==> src/rtl/fifo_u_byte_ctrl.sv <==
// fifo_u_byte_ctrl: byte-wide sequencer for the 1-bit serial FIFO; FIFO_CTRL_TIMEOUT_EN adds a sticky stall timeout (err)
module fifo_u_byte_ctrl #(
  parameter int DEPTH = 64,
  parameter int CW = 7,
  parameter int TIMEOUT = 255
) (
  input  logic          clk,
  input  logic          reset,
  input  logic [7:0]    wr_data,
  input  logic          wr_valid,
  output logic          wr_ready,
  input  logic          rd_req,
  output logic [7:0]    rd_data,
  output logic          rd_valid,
  output logic          fifo_din,
  output logic          fifo_save,
  output logic          fifo_pop,
  input  logic          fifo_dout,
  input  logic          fifo_full,
  input  logic          fifo_empty,
  input  logic          fifo_busy,
  output logic [CW-1:0] bit_count
`ifdef FIFO_CTRL_TIMEOUT_EN
  ,
  output logic          err
`endif
);
  typedef enum logic [2:0] {IDLE, W_ISSUE, W_WAIT, R_ISSUE, R_WAIT, R_DONE} state_t;
  state_t state;
  logic [7:0] shift, asm_byte;
  logic [2:0] idx;
  logic guard, prio_rd, blocked, w_el, r_el, both, w_win, r_win, exit_wait;
  if (DEPTH < 8 || (2 ** CW) <= DEPTH || TIMEOUT < 1) begin : g_bad_params
    $error("fifo_u_byte_ctrl: illegal DEPTH/CW/TIMEOUT");
  end
  assign w_el = bit_count <= CW'(DEPTH - 8);
  assign r_el = rd_req && bit_count >= CW'(8);
  assign both = w_el && r_el && wr_valid;
  assign w_win = w_el && !blocked && !reset && (!r_el || (wr_valid && !prio_rd));
  assign r_win = r_el && !blocked && !reset && !(w_el && wr_valid && !prio_rd);
  assign wr_ready = state == IDLE && w_win;
  assign exit_wait = !guard && !fifo_busy;
  // pulses are gated by the live flags so none can coincide with busy
  assign fifo_save = state == W_ISSUE && !fifo_busy && !fifo_full;
  assign fifo_pop = state == R_ISSUE && !fifo_busy && !fifo_empty;
  assign fifo_din = fifo_save && shift[0];
  assign rd_valid = state == R_DONE;
`ifdef FIFO_CTRL_TIMEOUT_EN
  localparam int TW = $clog2(TIMEOUT + 1);
  logic [TW-1:0] stall;
  logic moving;
  assign blocked = err;
  assign moving = fifo_save || fifo_pop || ((state == W_WAIT || state == R_WAIT) && exit_wait);
`else
  assign blocked = 1'b0;
`endif
  always_ff @(posedge clk) begin
    if (reset) begin
      state <= IDLE;
      shift <= '0;
      asm_byte <= '0;
      idx <= '0;
      guard <= 1'b0;
      prio_rd <= 1'b0;
      rd_data <= '0;
      bit_count <= '0;
`ifdef FIFO_CTRL_TIMEOUT_EN
      stall <= '0;
      err <= 1'b0;
`endif
    end else begin
      case (state)
        IDLE: begin
          if (both && (w_win || r_win)) prio_rd <= w_win;
          if (wr_valid && wr_ready) begin
            shift <= wr_data;
            idx <= '0;
            state <= W_ISSUE;
          end else if (r_win) begin
            idx <= '0;
            state <= R_ISSUE;
          end
        end
        W_ISSUE: if (fifo_save) begin
          guard <= 1'b1;
          state <= W_WAIT;
        end
        W_WAIT: begin
          guard <= 1'b0;
          if (exit_wait) begin
            shift <= shift >> 1;
            idx <= idx + 3'd1;
            bit_count <= bit_count + CW'(1);
            state <= idx == 3'd7 ? IDLE : W_ISSUE;
          end
        end
        R_ISSUE: if (fifo_pop) begin
          asm_byte[idx] <= fifo_dout;
          guard <= 1'b1;
          state <= R_WAIT;
        end
        R_WAIT: begin
          guard <= 1'b0;
          if (exit_wait) begin
            idx <= idx + 3'd1;
            bit_count <= bit_count - CW'(1);
            if (idx == 3'd7) rd_data <= asm_byte;
            state <= idx == 3'd7 ? R_DONE : R_ISSUE;
          end
        end
        default: state <= IDLE;
      endcase
`ifdef FIFO_CTRL_TIMEOUT_EN
      if (state == IDLE || state == R_DONE || moving) stall <= '0;
      else if (stall == TW'(TIMEOUT - 1)) begin
        stall <= '0;
        err <= 1'b1;
        guard <= 1'b0;
        state <= IDLE;
      end else stall <= stall + TW'(1);
`endif
    end
  end
endmodule

==> config.mk <==
export PLATFORM = sky130hd
export DESIGN_NAME = fifo_u_byte_ctrl
export DESIGN_NICKNAME = d
export VERILOG_FILES = /design/src/rtl/fifo_u_byte_ctrl.sv
export SDC_FILE = /design/constraint.sdc
export NUM_CORES = 1
export LEC_CHECK = 0
export ABC_CLOCK_PERIOD_IN_PS = 2800
export CORE_ASPECT_RATIO = 1.75
export CORE_MARGIN = 1.5
export CORE_UTILIZATION = 55
export CTS_BUF_LIST = sky130_fd_sc_hd__clkbuf_8
export DETAILED_ROUTE_END_ITERATION = 7
export PLACE_DENSITY_LB_ADDON = 0.05
export SLEW_MARGIN = 20
export SYNTH_ARGS = -nofsm -noshare
export SYNTH_HDL_FRONTEND = slang
export SYNTH_SLANG_ARGS = --single-unit
==> constraint.sdc <==
create_clock -name clk -period 2.8 [get_ports clk]
set_input_delay 0.42 -clock clk [delete_from_list [all_inputs] [get_ports clk]]
set_output_delay 0.42 -clock clk [all_outputs]
set_load 0.05 [all_outputs]
==> results of run 1 <==
==> cell type report <==
class	count	area (um^2)
multi-input combinational	193	1361
fill	330	1090
sequential	39	780.7
timing repair buffer	45	465.4
clock buffer	5	68.82
tap	48	60.06
clock inverter	3	43.79
inverter	9	33.78
==> cells in the final DEF (no fill, tap or decap), types with 7 or more instances in the layout <==
cell type / netlist / layout
mux2_2: 8 / 8
ha_1: 7 / 7
inv_1: 9 / 9
nand2_1: 10 / 10
nor2b_1: 13 / 13
mux2i_1: 23 / 23
nor2_1: 36 / 36
clkdlybuf4s50_1: 0 / 31
nand4_1: 9 / 9
dfxtp_1: 39 / 39
nor3_1: 8 / 7
o21ai_0: 9 / 9
buf_4: 0 / 10
==> metrics by stage <==
step	hold slack [ns]	total power (W)	util [%]	area (um^2)	setup slack [ns]
after global routing	0.5307	0.001984	72.08	2814	0.09047
final	0.5030	0.001872	72.08	2814	0.1833
after floorplan	0.4585	0.001197	-	2257	0.04977
after global placement	0.4749	0.001390	69.20	2701	0.4106
after detailed placement	0.4891	0.001400	69.20	2701	0.4153
after CTS	0.5039	0.001881	72.08	2814	0.1899
==> power by group through the flow <==
stage               combinational, W  clock, W  sequential [W]
detailed placement          0.000740         0        0.000660
CTS                         0.000744  0.000489        0.000648
global route                0.000815  0.000513        0.000655
finish                      0.000749  0.000475        0.000648
global placement            0.000732         0        0.000658
floorplan                   0.000501         0        0.000697
==> kinds of logic after synthesis <==
| family | Yosys count | synth area share, % |
|---|---|---|
| AOI/OAI and AO/OA | 44 | 14.82 |
| xor gates and xnor gates | 3 | 1.170 |
| adders and majority gates | 8 | 4.791 |
| buffers and inverters | 24 | 5.125 |
| DFF | 39 | 34.76 |
| muxes | 31 | 14.26 |
| and+or+nand+nor | 107 | 25.07 |
==> worst max-delay path, delay by kind of cell (launching register included) <==
family / cells / cell delay, ns
buffers and inverters: 1 / 0.19
and+or+nand+nor: 1 / 0.42
DFF: 1 / 0.37
AOI/OAI and AO/OA: 2 / 0.92
==> routing by layer <==
| metal | part of all wire [%] | track usage [%] |
|---|---|---|
| met5 | 0 | 0 |
| met4 | 4.3 | 16.75 |
| met3 | 3.3 | 4.096 |
| met2 | 55 | 50.06 |
| met1 | 38 | 26.34 |
==> how the worst min path moves through the flow <==
| stage | from | cells past startpoint | to |
|---|---|---|---|
| after floorplan | prio_rd | 2 | prio_rd |
| after global placement | prio_rd | 2 | prio_rd |
| after detailed placement | rd_data[3] | 2 | rd_data[3] |
| after CTS | prio_rd | 2 | prio_rd |
| after global routing | prio_rd | 2 | prio_rd |
| final | prio_rd | 2 | prio_rd |
==> flip-flops by register name, indices dropped and copies added (netlist names) <==
signal and flops:
rd_data 8, shift 8, idx 3, asm_byte 8, state 3, bit_count 7, guard 1, prio_rd 1
==> cell usage after synthesis (3+ instances only) <==
cell type,number,area share [%]
dfxtp_1,39,35
nor2_1,36,6.0
mux2i_1,23,10
nor2b_1,13,3.6
nand2_1,10,1.7
inv_1,9,1.5
nand4_1,9,2.5
o21ai_0,9,2.0
clkbuf_1,8,1.3
mux2_2,8,4.0
nor3_1,8,1.8
ha_1,7,3.9
a21oi_1,5,1.1
nand3_1,4,0.89
nor4_1,4,1.1
a211o_1,3,1.2
a211oi_1,3,1.0
and2_1,3,0.84
buf_6,3,1.5
nand2b_1,3,0.84
nor3b_1,3,1.0
o211ai_1,3,1.0
or3_1,3,0.84
xnor2_1,3,1.2
==> results.yml, run 1 <==
die:
  start_util_pct: 57.53
  coreArea_um2: 3904
  dieArea_um2: 4491
  die_w_um: 51.31
  pin_count: 36
  die_h_um: 87.54
  rows: 30
worst_setup_path:
  cpPeakStageDelay_ns: 0.63
  crit_slowest_cell: "o41ai_2"
  cp.required_ns: 2.38
  critical_path.max_fanout: 5
  cp.arrival_ns: 2.20
  rr_worst_depth: 7
  crit_chain: "o41ai_2 -> o21ai_1 -> nor4b_2 -> buf_12"
  cp-endpoint: "wr_ready"
  critPathLaunch: "bit_count[3]"
  r2r_end: "bit_count[5]"
  critPathKind: "flip-flop to output port"
  cp-end-kind: "output port"
  r2r_start: "state[0]"
  r2r_slack_ns: 0.36
  critPathLaunchType: "flip-flop"
logic_synthesis:
  syn-cell-area_um2: 2246
  synth-edff-count: 0
  synth_ff_type: "dfxtp_1"
  synth_cell_type_count: 53
  synth_nets: 280
  syn_area_per_cell_um2: 8.773
  yosys_warnings: 0
  synth-seq-cells: 39
  synthCells: 256
  ys_seq_area_share_pct: 34.76
  synthArstFlopShare_pct: 0
clocking:
  hold_buffers: 0
  clockBufferDepth: 2
  cts_tree: "built"
  cts_resized: 0
  clkLatencyLatePin_ns: 0.30
  clock-sinks: 39
  cts_buffers: 5
  ctsHtreeMaxLevel: 2
  post_cts_buffers: 0
  clock-root-buffer: "clkbuf_8"
  clk_pin_slew_worst_paths_ns: 0.08
timing:
  layout_min_cycle_time_ns: 2.617
  timing.fmax_mhz: 382.2
  hold_violations: 0
  fin_tns_setup_ns: 0
  rsz0062_at_grt: "false"
  worst_pin_slew_ns: 0.6876
  drv_slew: 0
  finClkSkew_ns: 0.003408
  slew_headroom_pct: 54.06
  finalCritPeriodShare_pct: 93.45
  setup_viol: 0
global_routing:
  antenna_found_initial: 0
  grt_pass1_wl_um: 9108
  grt_max_degree: 36
  track_usage_pct: 26.63
  grt_pass1_vias: 2059
  global_route.overflow_total: 0
power:
  swShare_pct: 36.55
  p_int_w: 0.001188
  max-vdd-ir-drop_uv: 564.9
  cellLeakagePower_nw: 1.156
  clkPwrFrac_pct: 25.4
  p_seq_share_pct: 34.6
  power.switching_w: 0.0006843
  comb_power_share_pct: 40.0
  power_density_nw_per_um2: 665.3
placed_design:
  placed_cells: 334
  port_buffers: 35
  gp_congestion: 0.8434
  dpl.hpwl_um: 4087
route:
  ant_nets: 0
  wl_per_cell_um: 16.05
  wirelength_um: 5489
  drt-vias-per-instance: 5.991
  drcViolationCount: 0
  drt_pass1_iterations: 4
  dr_total_vias: 2049
  drt_iter0_drc: 56
run_status:
  status: "completed"
cells_and_area:
  final_layout_size_suffix_gt1_share_pct: 13.95
  syn_to_final_growth_pct: 25.29
  insertedDiodeCount: 0
  nNetsFinal: 317
  fin_cells: 342
min_path:
  hold_class: "flip-flop to flip-flop"
job:
  cap_violations: 0
(Power assumes the default switching activity.)
==> run 2: changes to the inputs <==
CORE_MARGIN = 3   (was 1.5)
==> run 2 against run 1 <==
Compared with the run above:
- die area increased by 9.5%
- non-clock buffer count unchanged
- utilization increased by 0.22 points
- critical endpoint is now bit_count[5]
- critical path type is now flip-flop to flip-flop
- routed wire length increased by 1.0%
- sequential share of layout area decreased by 0.086 points
- clock power increased by 6.1%
- combinational power increased by 1%
==> results.yml, run 2 (same netlist as run 1, synthesis figures left out) <==
timing:
  timing.fmax_mhz: 382.9
  worst_pin_slew_ns: 0.7201
  fin_hold_ws_ns: 0.4973
  setup_viol: 0
  layout_min_cycle_time_ns: 2.612
  setup_ws_ns: 0.1880
  finClkSkew_ns: 0.007892
  rsz0062_at_grt: "false"
  hold_violations: 0
  drv_slew: 0
  fin_tns_setup_ns: 0
  slew_headroom_pct: 51.89
  finalCritPeriodShare_pct: 93.28
power:
  comb_power_share_pct: 39.6
  p_int_w: 0.001226
  cellLeakagePower_nw: 1.159
  swShare_pct: 36.12
  max-vdd-ir-drop_uv: 551.5
  p_seq_share_pct: 34.1
  power_density_nw_per_um2: 679.7
  clkPwrFrac_pct: 26.3
  power.switching_w: 0.0006930
worst_setup_path:
  critPathLaunchType: "flip-flop"
  cp-end-kind: "flip-flop"
  critical_path.max_fanout: 11
  critPathKind: "flip-flop to flip-flop"
  cp.required_ns: 3.04
  rr_worst_depth: 7
  cp.arrival_ns: 2.85
die:
  rows: 30
  pin_count: 36
  die_h_um: 90.54
  die_w_um: 54.31
  dieArea_um2: 4917
  coreArea_um2: 3904
  start_util_pct: 57.53
min_path:
  worstHoldPathCells: 2
  hold_class: "flip-flop to flip-flop"
cells_and_area:
  nFillCells: 300
  fin_cells: 342
  final_layout_size_suffix_gt1_share_pct: 13.95
  layout_common_cells: "dfxtp_1, nor2_1, clkdlybuf4s50_1"
  nNetsFinal: 317
  mostFrequentLayoutCell: "dfxtp_1"
  insertedDiodeCount: 0
  syn_to_final_growth_pct: 25.68
  top_regs: "asm_byte x8, rd_data x8, shift x8"
route:
  dr_total_vias: 2033
  ant_nets: 0
  drt_pass1_iterations: 4
  drt-vias-per-instance: 5.944
  wl_per_cell_um: 16.22
  drcViolationCount: 0
  drt_iter0_drc: 40
  wirelength_um: 5546
global_routing:
  grt_pass1_vias: 2052
  antenna_found_initial: 0
  grt_max_degree: 31
  track_usage_pct: 23.98
  global_route.overflow_total: 0
  grt_pass1_wl_um: 8852
clocking:
  clkLatencyLatePin_ns: 0.29
  cts_resized: 0
  cts_tree: "built"
  post_cts_buffers: 0
  clock-root-buffer: "clkbuf_8"
  hold_buffers: 0
  clk_pin_slew_worst_paths_ns: 0.08
  clock-sinks: 39
  clockBufferDepth: 2
  cts_buffers: 5
  ctsHtreeMaxLevel: 2
placed_design:
  placed_cells: 334
  gp_congestion: 0.8764
  dpl.hpwl_um: 4176
  port_buffers: 35
  place_ws_ns: 0.2545
job:
  cap_violations: 0
run_status:
  status: "completed"
run 2: worst paths after layout:
check / end / from / slack (ns)
max: bit_count[5] / state[2] / 0.19
min: prio_rd / prio_rd / 0.50
max reg2reg: bit_count[5] / state[2] / 0.19
min reg2reg: prio_rd / prio_rd / 0.50
run 2: power by group through the flow:
stage	clock, W	combinational (W)	sequential [W]
global route	0.000527	0.000817	0.000659
global placement	0	0.000744	0.000666
floorplan	0	0.000501	0.000697
CTS	0.000512	0.000760	0.000654
detailed placement	0	0.000754	0.000666
finish	0.000504	0.000760	0.000654
run 2: layout make-up:
cell class / count / area, um^2 / share of cell area (%)
flip-flops and latches: 39 / 780.7 / 27.66
clock inverters: 2 / 38.79 / 1.374
multi-input cells: 193 / 1361 / 48.23
inverters: 9 / 33.78 / 1.197
repair buffers: 45 / 465.4 / 16.49
clock buffers: 6 / 82.58 / 2.926
well taps: 48 / 60.06 / 2.128
run 2: stage by stage:
| stage | util [%] | total power [W] | area [um^2] |
|---|---|---|---|
| after floorplan | - | 0.001197 | 2257 |
| after global placement | 69.20 | 0.001409 | 2701 |
| after detailed placement | 69.20 | 0.001420 | 2701 |
| after CTS | 72.31 | 0.001925 | 2823 |
| after global routing | 72.31 | 0.002004 | 2823 |
| final | 72.31 | 0.001919 | 2823 |
run 2: worst max-delay path, cell delays in order, from the launching register on:
cell and delay (ns):
dfxtp_1 0.54, or3b_1 0.50, inv_1 0.32, ha_1 0.32, a211oi_1 0.30, o21ai_0 0.20
a211o_1 0.32, nand3_1 0.06
run 2: layer usage:
layer	up-vias	part of all wire (%)	global-route usage (%)
met4	0	3.3	13.93
met1	972	37	22.20
met2	43	57	44.30
li1	999	-	-
met3	19	3.0	4.298
met5	-	0	0
==> run 3: changes to the inputs <==
SETUP_SLACK_MARGIN = 0.2   (was default)
==> run 3 against run 2 <==
Compared with the run above:
- hold slack worse by 0.00062 ns
- via count is 0.74% higher
- highest routed layer unchanged
- critical endpoint is now bit_count[6]
- utilization increased by 0.77 points
- register-to-register slack improved by 0.18 ns
==> results.yml, run 3 (same netlist as run 1, synthesis figures left out) <==
run_status:
  status: "completed"
die:
  dieArea_um2: 4917
  coreArea_um2: 3904
  die_h_um: 90.54
  die_w_um: 54.31
  rows: 30
  start_util_pct: 57.53
  pin_count: 36
global_routing:
  grt_pass1_wl_um: 8852
  antenna_found_initial: 0
  grt_pass1_vias: 2052
  track_usage_pct: 23.98
  grt_max_degree: 31
  global_route.overflow_total: 0
worst_setup_path:
  critPathLaunchType: "flip-flop"
  critPathKind: "flip-flop to flip-flop"
  cp.arrival_ns: 2.67
  critical_path.max_fanout: 11
  cp.required_ns: 3.04
  cp-end-kind: "flip-flop"
  r2r_slack_ns: 0.37
timing:
  layout_min_cycle_time_ns: 2.434
  setup_viol: 0
  hold_violations: 0
  drv_slew: 0
  finalCritPeriodShare_pct: 86.94
  rsz0062_at_grt: "false"
  slew_headroom_pct: 52.51
  worst_pin_slew_ns: 0.7108
  timing.fmax_mhz: 410.8
  fin_hold_ws_ns: 0.4966
  finClkSkew_ns: 0.007978
  setup_ws_ns: 0.3658
  fin_tns_setup_ns: 0
cells_and_area:
  top_regs: "asm_byte x8, rd_data x8, shift x8"
  layout_common_cells: "dfxtp_1, nor2_1, clkdlybuf4s50_1"
  final_layout_size_suffix_gt1_share_pct: 14.86
  nNetsFinal: 319
  insertedDiodeCount: 0
  syn_to_final_growth_pct: 27.02
  fin_cells: 344
  mostFrequentLayoutCell: "dfxtp_1"
  fin_util_pct: 73.08
job:
  cap_violations: 0
route:
  drt_pass1_iterations: 7
  wl_per_cell_um: 16.13
  wirelength_um: 5548
  drt_iter0_drc: 41
  drt-vias-per-instance: 5.953
  ant_nets: 0
  dr_total_vias: 2048
  drcViolationCount: 0
power:
  max-vdd-ir-drop_uv: 554.0
  comb_power_share_pct: 39.8
  power_density_nw_per_um2: 675.0
  swShare_pct: 36.06
  power.switching_w: 0.0006944
  clkPwrFrac_pct: 26.2
  p_seq_share_pct: 34.0
  p_int_w: 0.001231
  cellLeakagePower_nw: 1.165
placed_design:
  gp_congestion: 0.8764
  port_buffers: 35
  place_ws_ns: 0.2545
  dpl.hpwl_um: 4176
  placed_cells: 334
clocking:
  clock-root-buffer: "clkbuf_8"
  clockBufferDepth: 2
  ctsHtreeMaxLevel: 2
  cts_tree: "built"
  clk_pin_slew_worst_paths_ns: 0.08
  hold_buffers: 0
  cts_buffers: 5
  clock-sinks: 39
  clkLatencyLatePin_ns: 0.29
min_path:
  hold_class: "flip-flop to flip-flop"
## run 3: changes by cell type in the layout (fill, tap and decap cells not counted), sizes merged
cell | before | now
buf | 14 | 16
clkinvlp | 0 | 1
inv | 10 | 9
## run 3: power groups by stage
stage / Combinational [W] / Sequential [W] / Clock (W)
2_1_floorplan: 0.000501 / 0.000697 / 0
3_3_place_gp: 0.000744 / 0.000666 / 0
3_5_place_dp: 0.000754 / 0.000666 / 0
4_1_cts: 0.000760 / 0.000654 / 0.000512
5_1_grt: 0.000824 / 0.000661 / 0.000527
6_report: 0.000766 / 0.000656 / 0.000504
## run 3: metal layers
metal	wire (um)	vias to the layer above	GRT usage, %
li1	-	1001	-
met1	2039	971	22.20
met2	3147	55	44.30
met3	172	21	4.298
met4	187	0	13.93
met5	0	-	0
## run 3: critical path, stage by stage, from the launching register on
cell and delay, ns:
dfxtp_1 0.42, or3b_1 0.37, clkinvlp_4 0.21, ha_1 0.26
or3_1 0.35, or4_1 0.42, a211o_1 0.27, nand4_1 0.06
## run 3: through the flow
stage	total power, W	cell area (um^2)
6_report	0.001926	2853
5_1_grt	0.002012	2853
4_1_cts	0.001925	2823
3_5_place_dp	0.001420	2701
3_3_place_gp	0.001409	2701
2_1_floorplan	0.001197	2257
## run 3: what timing repair did
item | 4_1_cts | 5_1_grt
resized for setup | 0 | 2
setup endpoints to repair | 0 | 4
setup buffers | 0 | 2
## run 3: area by class of cell
| cell class | count | area (um^2) |
|---|---|---|
| inverter | 9 | 37.54 |
| clock buffer | 6 | 82.58 |
| tap | 48 | 60.06 |
| multi-input combinational | 193 | 1373 |
| sequential | 39 | 780.7 |
| clock inverter | 2 | 38.79 |
| timing repair buffer | 47 | 480.5 |
| fill | 295 | 1051 |
## run 3: path summary, 6_finish.rpt
check / startpoint / endpoint / cells past startpoint
worst max-delay path: state[2] / bit_count[6] / 7
worst min-delay path: prio_rd / prio_rd / 2
worst max register to register: state[2] / bit_count[6] / 7
worst min register to register: prio_rd / prio_rd / 2
